===== config.mk =====
export PLATFORM = sky130hd
export DESIGN_NAME = vga_capture_flat
export DESIGN_NICKNAME = d
export VERILOG_FILES = /design/src/rtl/vga_capture_if.sv /design/src/rtl/vga_capture.sv /design/src/flat_wrapper.sv
export SDC_FILE = /design/constraint.sdc
export NUM_CORES = 1
export LEC_CHECK = 0
export CAP_MARGIN = 30
export CORE_MARGIN = 2
export CORE_UTILIZATION = 50
export DETAILED_ROUTE_END_ITERATION = 7
export GPL_TIMING_DRIVEN = 0
export PLACE_DENSITY = 0.69
export SLEW_MARGIN = 20
export SYNTH_ARGS = -nofsm -noshare
export SYNTH_HDL_FRONTEND = slang
export SYNTH_SLANG_ARGS = --single-unit

===== constraint.sdc =====
create_clock -name clk -period 4.5 [get_ports clk]
set_clock_uncertainty 0.15 [all_clocks]
set_input_delay 0.9 -clock clk [delete_from_list [all_inputs] [get_ports clk]]
set_output_delay 0.9 -clock clk [all_outputs]
set_load 0.05 [all_outputs]

===== src/rtl/vga_capture_if.sv =====
// Framebuffer write bus between the capture block and the memory controller.
interface vga_capture_if;
    logic [18:0] memAddr;
    logic [11:0] memData;
    logic        memWe;
    logic        memReady;

    modport master (output memAddr, output memData, output memWe, input memReady);
    modport slave  (input memAddr, input memData, input memWe, output memReady);
endinterface


===== src/rtl/vga_capture.sv =====
// VGA frame capture into a framebuffer through a 4-entry write FIFO.
// Define VGA_CAPTURE_DECIMATE_EN to keep only even-x/even-y pixels (half resolution).
module vga_capture #(
    parameter int H_ACTIVE = 640,
    parameter int V_ACTIVE = 480,
    parameter int H_BP     = 48,
    parameter int V_BP     = 33
) (
    input  logic               clk,
    input  logic               rst,
    input  logic [11:0]        vidIn,
    input  logic               HSyncIn,
    input  logic               VSyncIn,
    input  logic               pixEn,
    input  logic               captureEn,
    input  logic               clrOvf,
    vga_capture_if.master      mem,
    output logic               frameDone,
    output logic               overflow,
    output logic               busy
);
    localparam logic [1:0] ST_IDLE    = 2'd0;
    localparam logic [1:0] ST_WAIT_VS = 2'd1;
    localparam logic [1:0] ST_CAPTURE = 2'd2;
    localparam logic [1:0] ST_DRAIN   = 2'd3;

    localparam logic [10:0] H_START_C = 11'(H_BP);
    localparam logic [10:0] H_END_C   = 11'(H_BP + H_ACTIVE);
    localparam logic [10:0] H_LAST_C  = 11'(H_ACTIVE - 1);
    localparam logic [9:0]  V_START_C = 10'(V_BP);
    localparam logic [9:0]  V_END_C   = 10'(V_BP + V_ACTIVE);
    localparam logic [9:0]  V_LAST_C  = 10'(V_ACTIVE - 1);

    logic [11:0] vid_r;
    logic        hs_r, vs_r, pe_r, hs_q_r, vs_q_r;
    logic [10:0] hcnt_r, hpos_s, x_s;
    logic [9:0]  vcnt_r, y_s;
    logic        hs_rise_s, hs_fall_s, vs_rise_s, vs_fall_s;
    logic        pix_act_s, pick_s, last_pix_s, push_req_s;
    logic [1:0]  state_r, state_nxt_s;
    logic        done_s;
    logic [11:0] fifo_r [4];
    logic [1:0]  wr_ptr_r, rd_ptr_r;
    logic [2:0]  cnt_r, cnt_nxt_s;
    logic        full_s, push_s, pop_s, drop_s, start_s;
    logic [18:0] addr_r;
    logic        we_r, done_r, ovf_r, busy_r;

    // Input sampling register; syncs idle high
    always_ff @(posedge clk or posedge rst) begin
        if (rst) begin
            vid_r <= 12'd0;
            hs_r  <= 1'b1;
            vs_r  <= 1'b1;
            pe_r  <= 1'b0;
        end else begin
            vid_r <= vidIn;
            hs_r  <= HSyncIn;
            vs_r  <= VSyncIn;
            pe_r  <= pixEn;
        end
    end

    // Previous qualified sync levels for edge detection
    always_ff @(posedge clk or posedge rst) begin
        if (rst) begin
            hs_q_r <= 1'b1;
            vs_q_r <= 1'b1;
        end else if (pe_r) begin
            hs_q_r <= hs_r;
            vs_q_r <= vs_r;
        end else begin
            hs_q_r <= hs_q_r;
            vs_q_r <= vs_q_r;
        end
    end

    assign hs_rise_s = pe_r & hs_r & ~hs_q_r;
    assign hs_fall_s = pe_r & ~hs_r & hs_q_r;
    assign vs_rise_s = pe_r & vs_r & ~vs_q_r;
    assign vs_fall_s = pe_r & ~vs_r & vs_q_r;

    // Position of the current sample: the HSync deassert sample is pixel 0
    always_comb begin
        hpos_s    = hs_rise_s ? 11'd0 : hcnt_r;
        x_s       = hpos_s - H_START_C;
        y_s       = vcnt_r - V_START_C;
        pix_act_s = pe_r && (hpos_s >= H_START_C) && (hpos_s < H_END_C)
                         && (vcnt_r >= V_START_C) && (vcnt_r < V_END_C);
`ifdef VGA_CAPTURE_DECIMATE_EN
        pick_s    = pix_act_s & ~x_s[0] & ~y_s[0];
`else
        pick_s    = pix_act_s;
`endif
        last_pix_s = pix_act_s && (x_s == H_LAST_C) && (y_s == V_LAST_C);
        push_req_s = (state_r == ST_CAPTURE) && pick_s;
    end

    // Horizontal and line counters
    always_ff @(posedge clk or posedge rst) begin
        if (rst) begin
            hcnt_r <= 11'd0;
            vcnt_r <= 10'd0;
        end else begin
            if (pe_r) hcnt_r <= hpos_s + 11'd1;
            else      hcnt_r <= hcnt_r;
            if (vs_rise_s)      vcnt_r <= 10'd0;
            else if (hs_fall_s) vcnt_r <= vcnt_r + 10'd1;
            else                vcnt_r <= vcnt_r;
        end
    end

    // FIFO control; a full FIFO still accepts a push when it pops in the same cycle
    always_comb begin
        full_s  = (cnt_r == 3'd4);
        pop_s   = we_r & mem.memReady;
        push_s  = push_req_s & (~full_s | pop_s);
        drop_s  = push_req_s & full_s & ~pop_s;
        start_s = (state_r == ST_WAIT_VS) && vs_fall_s;
        case ({push_s, pop_s})
            2'b10:   cnt_nxt_s = cnt_r + 3'd1;
            2'b01:   cnt_nxt_s = cnt_r - 3'd1;
            default: cnt_nxt_s = cnt_r;
        endcase
    end

    // FIFO storage and pointers
    always_ff @(posedge clk or posedge rst) begin
        if (rst) begin
            for (int i = 0; i < 4; i++) fifo_r[i] <= 12'd0;
            wr_ptr_r <= 2'd0;
            rd_ptr_r <= 2'd0;
            cnt_r    <= 3'd0;
        end else begin
            if (push_s) begin
                fifo_r[wr_ptr_r] <= vid_r;
                wr_ptr_r         <= wr_ptr_r + 2'd1;
            end
            if (pop_s) rd_ptr_r <= rd_ptr_r + 2'd1;
            cnt_r <= cnt_nxt_s;
        end
    end

    // Capture sequencing
    always_comb begin
        state_nxt_s = state_r;
        done_s      = 1'b0;
        case (state_r)
            ST_IDLE:    if (captureEn) state_nxt_s = ST_WAIT_VS;
                        else           state_nxt_s = ST_IDLE;
            ST_WAIT_VS: if (vs_fall_s) state_nxt_s = ST_CAPTURE;
                        else           state_nxt_s = ST_WAIT_VS;
            ST_CAPTURE: if (last_pix_s || vs_fall_s) state_nxt_s = ST_DRAIN;
                        else                         state_nxt_s = ST_CAPTURE;
            ST_DRAIN: begin
                if (cnt_r == 3'd0) begin
                    done_s      = 1'b1;
                    state_nxt_s = captureEn ? ST_WAIT_VS : ST_IDLE;
                end else begin
                    state_nxt_s = ST_DRAIN;
                end
            end
            default:    state_nxt_s = ST_IDLE;
        endcase
    end

    // State, address and status registers
    always_ff @(posedge clk or posedge rst) begin
        if (rst) begin
            state_r <= ST_IDLE;
            addr_r  <= 19'd0;
            we_r    <= 1'b0;
            done_r  <= 1'b0;
            ovf_r   <= 1'b0;
            busy_r  <= 1'b0;
        end else begin
            state_r <= state_nxt_s;
            if (start_s)    addr_r <= 19'd0;
            else if (pop_s) addr_r <= addr_r + 19'd1;
            else            addr_r <= addr_r;
            we_r   <= (cnt_nxt_s != 3'd0);
            done_r <= done_s;
            if (drop_s)      ovf_r <= 1'b1;
            else if (clrOvf) ovf_r <= 1'b0;
            else             ovf_r <= ovf_r;
            busy_r <= (state_nxt_s != ST_IDLE);
        end
    end

    assign mem.memAddr = addr_r;
    assign mem.memData = fifo_r[rd_ptr_r];
    assign mem.memWe   = we_r;
    assign frameDone   = done_r;
    assign overflow    = ovf_r;
    assign busy        = busy_r;
endmodule


===== src/flat_wrapper.sv =====
// flat-port wrapper written by rule: the top's interface ports become plain ports
module vga_capture_flat 
#(
    parameter int H_ACTIVE = 640,
    parameter int V_ACTIVE = 480,
    parameter int H_BP     = 48,
    parameter int V_BP     = 33
)
  (clk, rst, vidIn, HSyncIn, VSyncIn, pixEn, captureEn, clrOvf, frameDone, overflow, busy, mem_memAddr, mem_memData, mem_memWe, mem_memReady);
  vga_capture_if mem_i ();
  input  logic clk;
  input  logic rst;
  input  logic [11:0] vidIn;
  input  logic HSyncIn;
  input  logic VSyncIn;
  input  logic pixEn;
  input  logic captureEn;
  input  logic clrOvf;
  output logic frameDone;
  output logic overflow;
  output logic busy;
  output wire logic [$bits(mem_i.memAddr)-1:0] mem_memAddr;
  output wire logic [$bits(mem_i.memData)-1:0] mem_memData;
  output wire logic [$bits(mem_i.memWe)-1:0] mem_memWe;
  input wire logic [$bits(mem_i.memReady)-1:0] mem_memReady;
  assign mem_memAddr = mem_i.memAddr;
  assign mem_memData = mem_i.memData;
  assign mem_memWe = mem_i.memWe;
  assign mem_i.memReady = mem_memReady;
  vga_capture #(.H_ACTIVE(H_ACTIVE), .V_ACTIVE(V_ACTIVE), .H_BP(H_BP), .V_BP(V_BP)) u_core (.clk(clk), .rst(rst), .vidIn(vidIn), .HSyncIn(HSyncIn), .VSyncIn(VSyncIn), .pixEn(pixEn), .captureEn(captureEn), .clrOvf(clrOvf), .mem(mem_i), .frameDone(frameDone), .overflow(overflow), .busy(busy));
endmodule

==> results by group, run 1 <==
Floorplan
  – Die area: 0.01168 mm²
  – Row cnt: 37
  – Die X-Extent: 108.1 µm
  – IO Count: 55
  – Starting Density: 0.5198
  – Die H: 108.1 µm
  – Core area: 0.01042 mm²

Global route
  – Global-route wire length before repair: 17,000 µm
  – Initial antenna violation count: 0
  – Largest net degree at the start of global routing: 62
  – All-Layer GR Usage: 0.1910
  – Vias in the first global route: 3,506
  – Gr ovfl total: 0

Synth
  – Ys Warns: 0
  – Yosys reg bits: 118
  – Netlist cell types: 48
  – Syn nets: 464
  – Ys async rst share: 1.000
  – Sequential cell area fraction in the yosys report: 0.5463
  – Post-synth EDFFs: 0
  – Top FF cell, synth: dfrtp_1
  – Mapped cell area: 0.005414 mm²
  – Mean Syn Cell Area: 12.53 µm²
  – Synthesized instance count: 432

Clock network
  – CTS clk-pin slew, worst paths: 0.06 ns
  – Post-CTS Setup Inserts: 0
  – Root Driver: clkbuf_8
  – Maximum clock insertion buffer count: 2
  – Clock Latency Late Sink: 0.51 ns
  – H-tree depth: 4
  – Clk sinks: 118
  – Cts bufs inserted: 17
  – Post-CTS Hold Buffers: 0
  – CTS tree: built
  – Post-CTS Resized: 0

Pwr
  – Worst vdd ir: 0.0002844 V
  – Leakage: 0.003112 µW
  – Pwr Total: 3303 µW
  – Pwr/cell area: 486.0 mW/mm²

Worst setup path
  – CP max FO: 10
  – Worst setup path category: reg2out
  – Crit path capture type: output pin
  – Critical path arrival: 3.14 ns
  – WP data required: 3.45 ns
  – R2R Path Start: u_core.vcnt_r[0]
  – Critical R2R Capture: u_core.mem.memWe
  – Flop2flop setup slack: 0.90 ns
  – Worst setup SP type: register
  – Worst-case reg-to-reg path depth: 13

Route
  – Final wirelength: 10,100 µm
  – TritonRoute pass-1 iters: 4
  – WL per Instance: 15.42 µm
  – Routed Antenna Nets: 0
  – Vias per cell: 5.324
  – Total number of vias: 3,487
  – DRC: 0
  – First DRT Iteration DRCs: 178

Hold path
  – Tightest Hold Check Type: reg2reg
  – Worst Hold End: u_core.fifo_r[47]
  – Hold Crit Start: u_core.fifo_r[47]
  – Hold Crit Depth: 1

Final layout
  – Final Core Density: 0.6525
  – Fillers: 793
  – Share of layout cells above drive strength 1: 0.2119
  – Fin area: 0.006797 mm²
  – Nets: 538
  – Post-route insts no fill: 655
  – Syn-to-layout area delta: 25.54%
  – Ant diodes: 0

Placed design
  – Post-placement cell count: 623
  – Area after DPL: 0.006157 mm²
  – Gpl congestion: 0.7856
  – DPL Wire Length: 6853 µm
  – Input/output buffers: 54

Timing
  – Tmin final: 4.189 ns
  – Achievable frequency: 0.2387 GHz
  – RSZ-0062 raised after global routing: false
  – Max_slew headroom: 0.4526
  – Fin crit share: 0.9310
  – Slew Limit Fails: 0
  – Final setup violation count: 0
  – Slew at the pin closest to its max-slew limit: 0.8211 ns
  – Final Hold Fails: 0

Run status
  – Outcome: completed

Job
  – Max-Cap Viols: 0
layer usage:
metal	share of wire	up-vias	global-route usage	wire, µm
met5	0	-	0	0
met1	0.46	1731	0.2464	4646
met3	0.031	19	0.05606	317
met2	0.49	49	0.3082	4982
li1	-	1688	-	-
met4	0.015	0	0.06960	153
kinds of logic after synthesis:
group | Yosys count | synth area share
buffers and inverters | 27 | 0.02426
adders and majority gates | 12 | 0.02912
DFF | 118 | 0.5463
xor gates and xnor gates | 40 | 0.06471
and+or+nand+nor | 147 | 0.1447
muxes | 66 | 0.1634
AOI/OAI and AO/OA | 22 | 0.02750
flip-flops by register name, summed over array words and instances, names as in the netlist, 2 cells and up:
signal and count:
u_core.vid_r 12, u_core.fifo_r 48, u_core.mem.memAddr 19, u_core.rd_ptr_r 2, u_core.vcnt_r 10, u_core.hcnt_r 11, u_core.wr_ptr_r 2, u_core.cnt_r 3
u_core.state_r 2
worst max-delay path, cell delays in order, from the launching register on:
cell and delay [ns]:
dfrtp_1 0.32, clkbuf_1 0.31, clkbuf_1 0.67, mux4_2 0.61, clkdlybuf4s50_1 0.72
power by group:
group / switching (µW) / internal, µW / total (µW)
logic: 346 / 243 / 589
clock network: 445 / 998 / 1440
registers: 109 / 1160 / 1270
how the worst max path moves through the flow:
| stage | startpoint | endpoint | slack [ns] | cells past startpoint |
|---|---|---|---|---|
| 6_report | u_core.rd_ptr_r[0] | mem_memData[3] | 0.31 | 4 |
| 5_1_grt | u_core.rd_ptr_r[0] | mem_memData[7] | 0.05 | 4 |
| 4_1_cts | u_core.rd_ptr_r[0] | mem_memData[10] | 0.21 | 4 |
| 3_5_place_dp | mem_memReady | u_core.mem.memWe | 0.41 | 12 |
| 3_3_place_gp | rst | u_core.vcnt_r[3] | -1.24 | 2 |
| 2_1_floorplan | rst | u_core.busy | 0.33 | 1 |
stage by stage:
| step | setup WS (ns) | TNS (ns) | hold slack (ns) |
|---|---|---|---|
| finish | 0.3106 | 0 | 0.3397 |
| global route | 0.04547 | 0 | 0.3597 |
| floorplan | 0.3275 | 0 | 0.3095 |
| detailed placement | 0.4101 | 0 | 0.3332 |
| global placement | -1.241 | -141.18 | 0.3260 |
| CTS | 0.2086 | 0 | 0.3458 |
cell type report:
cell class                      instances  area (µm²)  share of cell area
Sequential cell                       118        2958              0.4352
Multi-Input combinational cell        287        2325              0.3420
Timing Repair Buffer                   55       568.0             0.08358
Clock buffer                           24       470.5             0.06922
Tap cell                              136       170.2             0.02504
Clock inverter                          8       168.9             0.02485
Buffer                                 14       82.58             0.01215
Inverter                               13       53.80            0.007916
cell usage in the layout, fill, tap and decap left out, types with 6 or more instances in the layout:
cell,count
nor2_1,45
clkbuf_1,13
clkdlybuf4s50_1,54
clkbuf_16,16
ha_1,11
nand3_1,9
and3_1,6
xor2_1,22
nor3_1,6
xnor2_1,18
nand4_1,11
mux2_2,50
mux4_2,12
dfrtp_1,114
nand2_1,29
o21ai_0,7
inv_1,11
cell usage after synthesis, types with 2 or more instances:
cell / instances / area (µm²)
a21oi_1: 5 / 25.02
a22o_1: 2 / 17.52
and2_1: 4 / 25.02
and3_1: 6 / 37.54
and3b_1: 3 / 26.28
and4_1: 4 / 35.03
buf_6: 4 / 45.04
clkbuf_1: 9 / 33.78
dfrtp_1: 114 / 2853
dfstp_2: 4 / 105.1
ha_1: 11 / 137.6
inv_1: 12 / 45.04
mux2_2: 50 / 563.0
mux2_4: 2 / 30.03
mux4_2: 12 / 270.3
nand2_1: 29 / 108.9
nand3_1: 9 / 45.04
nand3_2: 4 / 40.04
nand3b_1: 3 / 22.52
nand4_1: 11 / 68.82
nand4b_1: 3 / 26.28
nor2_1: 45 / 168.9
nor3_1: 6 / 30.03
nor3b_1: 2 / 15.01
nor4_1: 5 / 31.28
o21ai_0: 7 / 35.03
or3_1: 5 / 31.28
or4_1: 3 / 22.52
xnor2_1: 18 / 157.7
xor2_1: 22 / 192.7
Note: power is estimated with default switching activity, not from simulation.
==> run 2: changes to the inputs <==
- SETUP_SLACK_MARGIN: unset -> 0.02
- clock period: 4.5 -> 5.26 ns (I/O delays scaled with it)
==> results of run 2 <==
Same layout as run 1 (identical final DEF). Status: completed.
Main changes from that run: setup slack after placement 0.4101 ns -> 1.018 ns; setup slack after layout 0.3106 ns -> 0.9186 ns; register-to-register setup slack 0.90 ns -> 1.66 ns; total power 3303 µW -> 2826 µW; worst IR drop on VDD 0.0002844 V -> 0.0002433 V
